`src/rtl/lfsr5b_ctrl_pkg.sv`:
```
`default_nettype none
// +----------------------------------------------------------------------+
// | Module   : lfsr5b_ctrl_pkg                                            |
// | Purpose  : Shared constants, state encoding and step function for the |
// |            5-bit Galois LFSR sequencing controller.                   |
// | Revision : 1.0                                                        |
// +----------------------------------------------------------------------+
package lfsr5b_ctrl_pkg;

   localparam int unsigned c_width   = 5;
   localparam int unsigned c_cnt_w   = 6;
   localparam logic [c_width-1:0] c_lockup = 5'b11111;
   localparam int unsigned c_tap_fb  = 4;
   localparam int unsigned c_tap_xor = 2;

   typedef enum logic [1:0] {
      ST_IDLE = 2'd0,
      ST_RUN  = 2'd1,
      ST_DONE = 2'd2
   } state_t;

   // Shift up, wrap the top bit into bit 0 and fold it into the xor tap.
   function automatic logic [c_width-1:0] lfsr_next(input logic [c_width-1:0] x);
      logic [c_width-1:0] y;
      y = {x[c_width-2:0], x[c_tap_fb]};
      y[c_tap_xor] = y[c_tap_xor] ^ x[c_tap_fb];
      return y;
   endfunction

endpackage
`default_nettype wire

```
`src/rtl/lfsr5b_ctrl_if.sv`:
```
`default_nettype none
// +----------------------------------------------------------------------+
// | Module   : lfsr5b_ctrl_if                                             |
// | Purpose  : Requester-side request/stream bundle of the LFSR sequencer.|
// | Revision : 1.0                                                        |
// +----------------------------------------------------------------------+
interface lfsr5b_ctrl_if
   import lfsr5b_ctrl_pkg::*;
#(
   parameter int WIDTH = c_width,
   parameter int CNT_W = c_cnt_w
);
   logic             start;
   logic [WIDTH-1:0] seed;
   logic [CNT_W-1:0] count;
   logic             abort;
   logic [WIDTH-1:0] q;
   logic             q_vld;
   logic             busy;
   logic             done;

   modport master (
      output start, seed, count, abort,
      input  q, q_vld, busy, done
   );

   modport slave (
      input  start, seed, count, abort,
      output q, q_vld, busy, done
   );
endinterface
`default_nettype wire

```
`src/rtl/lfsr5b_ld.sv`:
```
`default_nettype none
// +----------------------------------------------------------------------+
// | Module   : lfsr5b_ld                                                  |
// | Purpose  : Loadable, enable-gated 5-bit Galois LFSR register.         |
// | Revision : 1.0                                                        |
// +----------------------------------------------------------------------+
module lfsr5b_ld
   import lfsr5b_ctrl_pkg::*;
(
   input  logic               clk,
   input  logic               rst_n,
   input  logic               ld,
   input  logic [c_width-1:0] d,
   input  logic               en,
   output logic [c_width-1:0] q
);
   logic [c_width-1:0] r_q;

   always_ff @(posedge clk or negedge rst_n) begin
      if (!rst_n) begin
         r_q <= c_lockup;
      end else if (ld) begin
         r_q <= d;
      end else if (en) begin
         r_q <= lfsr_next(r_q);
      end
   end

   assign q = r_q;
endmodule
`default_nettype wire

```
`src/rtl/lfsr5b_ctrl.sv`:
```
`default_nettype none
// +----------------------------------------------------------------------+
// | Module   : lfsr5b_ctrl                                                |
// | Purpose  : Loads a seed and advances the LFSR a requested number of   |
// |            steps, streaming each value and pulsing done at the end.   |
// | Revision : 1.0                                                        |
// +----------------------------------------------------------------------+
module lfsr5b_ctrl
   import lfsr5b_ctrl_pkg::*;
#(
   parameter int WIDTH = c_width,
   parameter int CNT_W = c_cnt_w
)(
   input  logic          clk,
   input  logic          rst_n,
   lfsr5b_ctrl_if.slave  bus
);
   state_t           r_state;
   logic [CNT_W-1:0] r_cnt;
   logic             r_q_vld;
   logic             r_busy;
   logic             r_done;

   logic             w_ld;
   logic             w_step;
   logic [WIDTH-1:0] w_seed;
   logic [WIDTH-1:0] w_q;

   // An all-zero seed would lock the LFSR, so it is replaced on load.
   assign w_seed = (bus.seed == '0) ? c_lockup : bus.seed;
   assign w_ld   = (r_state == ST_IDLE) && bus.start;
   assign w_step = (r_state == ST_RUN) && !bus.abort;

   lfsr5b_ld u_lfsr (
      .clk   (clk),
      .rst_n (rst_n),
      .ld    (w_ld),
      .d     (w_seed),
      .en    (w_step),
      .q     (w_q)
   );

   always_ff @(posedge clk or negedge rst_n) begin
      if (!rst_n) begin
         r_state <= ST_IDLE;
         r_cnt   <= '0;
         r_q_vld <= 1'b0;
         r_busy  <= 1'b0;
         r_done  <= 1'b0;
      end else begin
         r_q_vld <= w_step;
         r_done  <= 1'b0;
         case (r_state)
            ST_IDLE: begin
               if (bus.start) begin
                  r_cnt  <= bus.count;
                  r_busy <= 1'b1;
                  if (bus.count == '0) begin
                     r_state <= ST_DONE;
                     r_done  <= 1'b1;
                  end else begin
                     r_state <= ST_RUN;
                  end
               end
            end
            ST_RUN: begin
               if (bus.abort) begin
                  r_state <= ST_DONE;
                  r_done  <= 1'b1;
               end else begin
                  // Exit on the last step so cnt never reaches zero here.
                  r_cnt <= r_cnt - CNT_W'(1);
                  if (r_cnt == CNT_W'(1)) begin
                     r_state <= ST_DONE;
                     r_done  <= 1'b1;
                  end
               end
            end
            ST_DONE: begin
               r_state <= ST_IDLE;
               r_busy  <= 1'b0;
            end
            default: begin
               r_state <= ST_IDLE;
               r_busy  <= 1'b0;
            end
         endcase
      end
   end

   assign bus.q     = w_q;
   assign bus.q_vld = r_q_vld;
   assign bus.busy  = r_busy;
   assign bus.done  = r_done;
endmodule
`default_nettype wire
```
`src/flat_wrapper.sv`:
```
// flat-port wrapper written by rule: the top's interface ports become plain ports
module lfsr5b_ctrl_flat import lfsr5b_ctrl_pkg::*;
#(
   parameter int WIDTH = c_width,
   parameter int CNT_W = c_cnt_w
)
  (clk, rst_n, bus_start, bus_seed, bus_count, bus_abort, bus_q, bus_q_vld, bus_busy, bus_done);
  lfsr5b_ctrl_if #(.WIDTH(WIDTH), .CNT_W(CNT_W)) bus_i ();
  input  logic clk;
  input  logic rst_n;
  input wire logic [$bits(bus_i.start)-1:0] bus_start;
  input wire logic [$bits(bus_i.seed)-1:0] bus_seed;
  input wire logic [$bits(bus_i.count)-1:0] bus_count;
  input wire logic [$bits(bus_i.abort)-1:0] bus_abort;
  output wire logic [$bits(bus_i.q)-1:0] bus_q;
  output wire logic [$bits(bus_i.q_vld)-1:0] bus_q_vld;
  output wire logic [$bits(bus_i.busy)-1:0] bus_busy;
  output wire logic [$bits(bus_i.done)-1:0] bus_done;
  assign bus_i.start = bus_start;
  assign bus_i.seed = bus_seed;
  assign bus_i.count = bus_count;
  assign bus_i.abort = bus_abort;
  assign bus_q = bus_i.q;
  assign bus_q_vld = bus_i.q_vld;
  assign bus_busy = bus_i.busy;
  assign bus_done = bus_i.done;
  lfsr5b_ctrl #(.WIDTH(WIDTH), .CNT_W(CNT_W)) u_core (.clk(clk), .rst_n(rst_n), .bus(bus_i));
endmodule
```
`config.mk`:
```
export PLATFORM = sky130hd
export DESIGN_NAME = lfsr5b_ctrl_flat
export DESIGN_NICKNAME = d
export VERILOG_FILES = /design/src/rtl/lfsr5b_ctrl_pkg.sv /design/src/rtl/lfsr5b_ctrl_if.sv /design/src/rtl/lfsr5b_ld.sv /design/src/rtl/lfsr5b_ctrl.sv /design/src/flat_wrapper.sv
export SDC_FILE = /design/constraint.sdc
export NUM_CORES = 1
export LEC_CHECK = 0
export BUFFER_PORTS_ARGS = -buffer_cell sky130_fd_sc_hd__clkbuf_2
export CAP_MARGIN = 10
export CORE_ASPECT_RATIO = 0.9
export CORE_UTILIZATION = 45
export DETAILED_ROUTE_END_ITERATION = 10
export PLACE_DENSITY = 0.72
export SYNTH_ARGS = -nofsm -noshare
export SYNTH_HDL_FRONTEND = slang
export SYNTH_SLANG_ARGS = --single-unit
```
`constraint.sdc`:
```
create_clock -name clk -period 1.4 [get_ports clk]
set_input_delay 0.07 -clock clk [delete_from_list [all_inputs] [get_ports clk]]
set_output_delay 0.07 -clock clk [all_outputs]
set_load 0.02 [all_outputs]
```
# Yosys cells after proc, flatten, opt, wreduce, memory -nomap -nowiden
# Index checks and enable logic that the tools add are counted.
# Widths: inputs -> output; s select.
[op_classes]
addsub = 1
n_eq_ne = 5
mux = 18
bitwise_logic = 2
n_reduce_logical = 11
[op_table]
columns = ["cell", "n"]
rows = [
  ["$mux 5", 3],
  ["$mux 6", 2],
  ["$pmux 6 s2", 1],
  ["$mux 2", 4],
  ["$eq 6x1->1 const B", 1],
  ["$logic_not 6->1", 1],
  ["$sub 6x1->6 const B", 1],
  ["$logic_not 5->1", 1],
  ["$mux 1", 5],
  ["$ne 2x2->1 const B", 2],
  ["$pmux 1 s2", 2],
  ["$pmux 2 s2", 1],
  ["$reduce_and 2->1", 2],
  ["$reduce_bool 2->1", 2],
  ["$ne 3x3->1 const B", 1],
  ["$reduce_and 3->1", 1],
  ["$eq 2x1->1 const B", 1],
  ["$logic_and 1x1->1", 2],
  ["$logic_not 2->1", 1],
  ["$logic_not 1->1", 1],
  ["$not 1->1", 1],
  ["$xor 1x1->1", 1],
]
[totals]
reg_bits = 16
input_bits = 15
out_inout_bits = 8
wordCells = 43

# Longest topological paths before layout
[depth]
ltp_word = 4
depth_mapped = 7

# By module
# A second synthesis with hierarchy kept.
[hier_totals]
hier_cells = 100
hier_area_um2 = 925.9
[modules_own_cells]
columns = ["mod", "n_inst", "cells_per_inst", "area_each_um2", "seq_area_each_um2"]
rows = [
  ["lfsr5b_ctrl", 1, 76, 661.9, 275.3],
  ["lfsr5b_ld", 1, 24, 264.0, 131.4],
]

# Least setup slack after synthesis
# Ideal clock, no wire load.
[synth_timing]
path_kind = "flip-flop to flip-flop"
from = "register u_core.r_state[1]"
to = "register u_core.r_cnt[1]"
setup_ns = 0.127
t_arrival_ns = 1.172
t_required_ns = 1.273
slack_ns = 0.101
stages_incl_launch_ff = 7
path_buffers = 3
synth_period_minus_slack_ns = 1.299
path_cell_list = "dfrtp_1 -> buf_6 -> nand2b_1 -> clkbuf_2 -> buf_4 -> a211oi_1 -> a21oi_1"
[synth_via]
elab_chain_cells = 3
[synth_lines]
columns = ["element", "line", "rtl"]
rows = [
  ["from (decl)", "lfsr5b_ctrl.sv:18", "state_t r_state;"],
  ["from (signal assigned)", "lfsr5b_ctrl.sv:45", "r_state <= ST_IDLE;"],
  ["from (signal assigned)", "lfsr5b_ctrl.sv:59", "r_state <= ST_DONE;"],
  ["from (signal assigned)", "lfsr5b_ctrl.sv:62", "r_state <= ST_RUN;"],
  ["$eq 2x1->1 / $logic_not 2->1 (equally long branches)", "lfsr5b_ctrl.sv:53", "case (r_state)"],
  ["$ne 2x2->1 (no source line) / $reduce_bool 2->1 (equally long branches)", "n/a", ""],
  ["$reduce_and 3->1 (no source line)", "n/a", ""],
  ["to (signal assigned)", "lfsr5b_ctrl.sv:56", "r_cnt <= bus.count;"],
  ["to (signal assigned)", "lfsr5b_ctrl.sv:72", "r_cnt <= r_cnt - CNT_W'(1);"],
  ["to (decl)", "lfsr5b_ctrl.sv:19", "logic [CNT_W-1:0] r_cnt;"],
]
# Parallel ways exist; a longest one is shown, timed or not.
# A chain may end at the register's enable or synchronous reset.

# Worst setup path in the final report
[layout_timing]
from = "register u_core.r_state[1]"
to = "register u_core.r_cnt[2]"
# Same word-level chain as after synthesis.

==> results.txt <==
Wires add up to 1948 um. The post-synthesis xor/xnor area fraction came out at 0.009845. Excluding fillers, the count of instances in the completed layout stands at 146. The via count of the first global-routing pass is 732. The peak supply drop is 1271 uV. The remaining number of nets flagged by the antenna check after routing is 0. The total power divided by cell area is 2092 nW/um2.

Using the TritonRoute via totals, the vias-per-cell ratio works out to 5.603. The met1 wire length is 899 um. The share of post-route cells with drive strength above 1 is 0.3361. For this run, the share of the core covered by cells in the final layout is 0.6407.

The count of fill cells added during filler insertion came out at 152. The die covers 2159 um2. The maximum net fanout on the critical path is 16. The reported leakage power is 0.0005110 uW.

The mux share of post-synthesis cell area came out at 0.04501. In the final layout, flip-flops and latches occupy 409.1 um2. The fraction of the mapped netlist area in compound gates came to 0.1969.

The total number of nets in the final design is 140. The final RePlAce weighted congestion came out at 0.8124. After synthesis, the largest family of logic cells by area is simple AND/OR/NAND/NOR gates. The worst setup path is launched from a register. For this run, the top clock speed supported by timing is 733.3 MHz. The clock insertion delay at the later pin of the skew report is 0.29 ns. The clock buffer count from CTS is 3. The termination of the worst setup path is u_core.r_cnt[2].

The number of diodes came out at 0. Of the total synthesized cell area, the portion taken by full adders, half adders and majority gates is 0.02813. The count of synthesis-stage warnings from yosys came out at 0.

The aggregate global-route resource usage came out at 0.1933. The endpoint kind of the worst setup timing path is a register. In this run the post-CTS setup repair buffer count came out at 0. The worst max-slew margin expressed relative to the limit is 0.7244.

The mean instance size in the synthesized netlist is 9.364 um2. The first-pass GRT wire length came out at 3063 um. Pin placement for this block handled 23 I/O pins. The die width came out at 48.87 um. CTS built an H-tree with a depth of 1.

The arrival time reported for the critical path endpoint is 1.58 ns. The total count of max-transition violations in the final report is 0. The final period demand of the worst path is 1.364 ns. From bottom edge to top edge, the die measures 44.18 um.

The total grt overflow came out at 0. The startpoint of the worst-slack reg-to-reg timing path is u_core.r_state[1]. The worst hold path begins at bus_count[0]. The worst setup slack for register-to-register paths came out at 0.04 ns. The reported max-cap violation count came out at 0. The area of the multi-input gates is 479.2 um2. The core outline area came out at 1769 um2. The pin count of the biggest net entering global routing is 17. The clock net in this run drives a total of 16 sinks. The share of total power consumed by net switching is 0.4225. After detailed routing, the average wire length per cell comes to 13.34 um. TritonCTS built the clock tree.

The cell count after synthesis came out at 95. The initial antenna violation count was 0. Setup repair after global routing could not meet its margin everywhere. For the final database, setup skew stands at 0.001651 ns.

The summed instance area of the synthesized netlist came out at 889.6 um2. The total DRC errors in the routed layout is 0. The total of buffers placed on input and output ports is 22. The period utilization is 0.9740.

The min-delay analysis places its worst path in the category input pin to register. Counting cells, the worst reg-to-reg path comes to 5. The instance count after placement with tap cells included came out at 140. The highest layer touched by signal routing is met4. The run finished with clean final reports. Setup total negative slack on the finished layout was measured at 0 ns. By startpoint and endpoint, the worst setup path is classified as register to register. Clock tree synthesis selected as its root buffer the cell sky130_fd_sc_hd__clkbuf_4. The signed area change from the synthesized netlist to the final layout came out at 27.43%.

Row generation in the floorplan step produced 14 rows. Hold is met by 0.04092 ns. Of the total synthesized cell area, the portion taken by AND, OR, NAND and NOR gates is 0.2180.

The final count of hold timing violations came out at 0. The first-pass iteration count of the detailed router came out at 4. For the pin with the worst max-slew slack, the measured transition is 0.4103 ns. The design internal power is 1369 uW. The DRC marker count from the first detailed-route iteration is 30.

The worst hold path was traced through 3 stages. The worst register-to-register path ends at u_core.r_cnt[2]. The synthesized net count came out at 112. The clock-pin slew on the worst setup and hold paths is 0.10 ns.

The number of endpoints failing setup at the final stage is 0. After legalization and detailed placement, the total HPWL measured 1415 um. The unique cell type count in the Yosys netlist is 32. The part of the total power dissipated in combinational logic is 0.472. The design draws 2371 uW. The starting density of the core came out at 0.5028. The maximum count of clock buffers along a single path is 2. The routed layout has 818 vias. The total length of routed met2 wires came out at 917 um. In this run the worst setup path begins at u_core.r_state[1].

The analysis attributes to net switching a power of 1002 uW. The clock network fraction of total power came out at 0.132. The part of the power in registers is 0.396. For this run, the register share of the synthesized area comes to 0.4571.

The detailed route wirelength on metal3 is 121 um. The worst endpoint required time came out at 1.62 ns. After synthesis the netlist holds a flip-flop and latch count of 16.
## cells by family (layout without fill, tap and decap cells)
| family | Yosys count | in the layout |
|---|---|---|
| AO/OA/AOI/OAI | 29 | 29 |
| XOR/XNOR | 1 | 1 |
| multiplexers | 4 | 4 |
| adder cells (fa/ha/maj) | 2 | 2 |
| buffers and inverters | 7 | 34 |
| flip-flops | 16 | 16 |
| AND/OR/NAND/NOR | 36 | 36 |
## cells in the final DEF (no fill, tap or decap), types with 3 or more instances in the layout
master	synthesis	layout
sky130_fd_sc_hd__o21ai_0	10	10
sky130_fd_sc_hd__dfrtp_1	11	9
sky130_fd_sc_hd__a21oi_1	10	9
sky130_fd_sc_hd__nor2_1	15	15
sky130_fd_sc_hd__buf_4	1	3
sky130_fd_sc_hd__clkbuf_4	0	3
sky130_fd_sc_hd__dfstp_2	5	5
sky130_fd_sc_hd__inv_1	3	3
sky130_fd_sc_hd__nor3_1	3	3
sky130_fd_sc_hd__nand2_1	6	6
sky130_fd_sc_hd__clkbuf_2	1	19
sky130_fd_sc_hd__dlygate4sd3_1	0	5
sky130_fd_sc_hd__mux2i_1	4	4
## final cells by class
class / count / area share
Clock buffer: 4 / 0.03201
Inverter: 3 / 0.009934
Multi-Input combinational cell: 72 / 0.4227
Sequential cell: 16 / 0.3609
Tap cell: 24 / 0.02649
Timing Repair Buffer: 27 / 0.1479
## power by group through the flow
stage / Clock (uW) / Sequential (uW) / Combinational, uW
detailed placement: 0 / 927 / 1050
global placement: 0 / 918 / 1020
global route: 330 / 973 / 1240
finish: 312 / 939 / 1120
floorplan: 0 / 1010 / 687
CTS: 323 / 923 / 1070
## worst max-delay path, stage by stage, from the launching register on
cell and delay (ns):
sky130_fd_sc_hd__dfrtp_2 0.49, sky130_fd_sc_hd__nand2b_1 0.17, sky130_fd_sc_hd__buf_4 0.19, sky130_fd_sc_hd__nor3b_1 0.24, sky130_fd_sc_hd__a21oi_1 0.07, sky130_fd_sc_hd__o21ai_0 0.13
## per-stage QoR
| stage | setup slack (ns) | instance area [um2] |
|---|---|---|
| floorplan | 0.1010 | 889.6 |
| global placement | 0.06192 | 1023 |
| detailed placement | 0.01987 | 1023 |
| CTS | 0.009281 | 1110 |
| global route | -0.005810 | 1134 |
| finish | 0.03638 | 1134 |
## worst min path at each step
stage | slack (ns) | end
2_1_floorplan | -0.23 | u_core.bus.busy
3_3_place_gp | 0.02 | u_core.r_cnt[4]
3_5_place_dp | 0.02 | u_core.bus.done
4_1_cts | 0.03 | u_core.r_cnt[0]
5_1_grt | 0.04 | u_core.r_cnt[0]
6_report | 0.04 | u_core.r_cnt[0]
## Yosys cell counts
cell type | n | area, um2
sky130_fd_sc_hd__dfstp_2 | 5 | 131.4
sky130_fd_sc_hd__nand2_1 | 6 | 22.52
sky130_fd_sc_hd__inv_1 | 3 | 11.26
sky130_fd_sc_hd__nor3b_1 | 2 | 15.01
sky130_fd_sc_hd__nor3b_4 | 1 | 18.77
sky130_fd_sc_hd__nor3_1 | 3 | 15.01
sky130_fd_sc_hd__a211oi_1 | 1 | 7.510
sky130_fd_sc_hd__ha_1 | 2 | 25.02
sky130_fd_sc_hd__dfrtp_1 | 11 | 275.3
sky130_fd_sc_hd__a2bb2oi_1 | 1 | 8.760
sky130_fd_sc_hd__o21ai_2 | 1 | 8.760
sky130_fd_sc_hd__buf_6 | 1 | 11.26
sky130_fd_sc_hd__buf_2 | 1 | 5.000
sky130_fd_sc_hd__and2b_1 | 1 | 7.510
sky130_fd_sc_hd__and3_1 | 1 | 6.260
sky130_fd_sc_hd__o221ai_1 | 1 | 8.760
sky130_fd_sc_hd__a21oi_1 | 10 | 50.05
sky130_fd_sc_hd__nand2b_1 | 3 | 18.77
sky130_fd_sc_hd__o21ai_0 | 10 | 50.05
sky130_fd_sc_hd__buf_4 | 1 | 7.510
sky130_fd_sc_hd__nand4_1 | 1 | 6.260
sky130_fd_sc_hd__or4_4 | 1 | 11.26
sky130_fd_sc_hd__clkbuf_2 | 1 | 5.000
sky130_fd_sc_hd__mux2i_1 | 4 | 40.04
sky130_fd_sc_hd__and3b_1 | 1 | 8.760
sky130_fd_sc_hd__or4_1 | 1 | 7.510
sky130_fd_sc_hd__a22oi_1 | 1 | 7.510
sky130_fd_sc_hd__nor2_1 | 15 | 56.30
sky130_fd_sc_hd__xnor2_1 | 1 | 8.760
sky130_fd_sc_hd__o32ai_1 | 1 | 8.760
sky130_fd_sc_hd__a21o_1 | 1 | 7.510
sky130_fd_sc_hd__o2bb2ai_1 | 2 | 17.52
## flip-flops by register name, indices dropped and copies added (netlist names)
register          cells
u_core.r_cnt          6
u_core.u_lfsr.q       5
u_core.r_state        2
u_core.bus.busy       1
u_core.bus.done       1
u_core.bus.q_vld      1
## timing repair
item | 4_1_cts | 5_1_grt
endpoints found under the hold margin | 15 | 0
hold buffers | 5 | 0
endpoints found under the setup margin | 0 | 10
gates resized for setup | 0 | 9
## routing by layer
| layer | vias up | global-route usage |
|---|---|---|
| li1 | 395 | - |
| met5 | - | 0 |
| met1 | 396 | 0.2237 |
| met4 | 0 | 0.07647 |
| met3 | 2 | 0.06873 |
| met2 | 25 | 0.3333 |
Power figures use the tool's default switching activity.
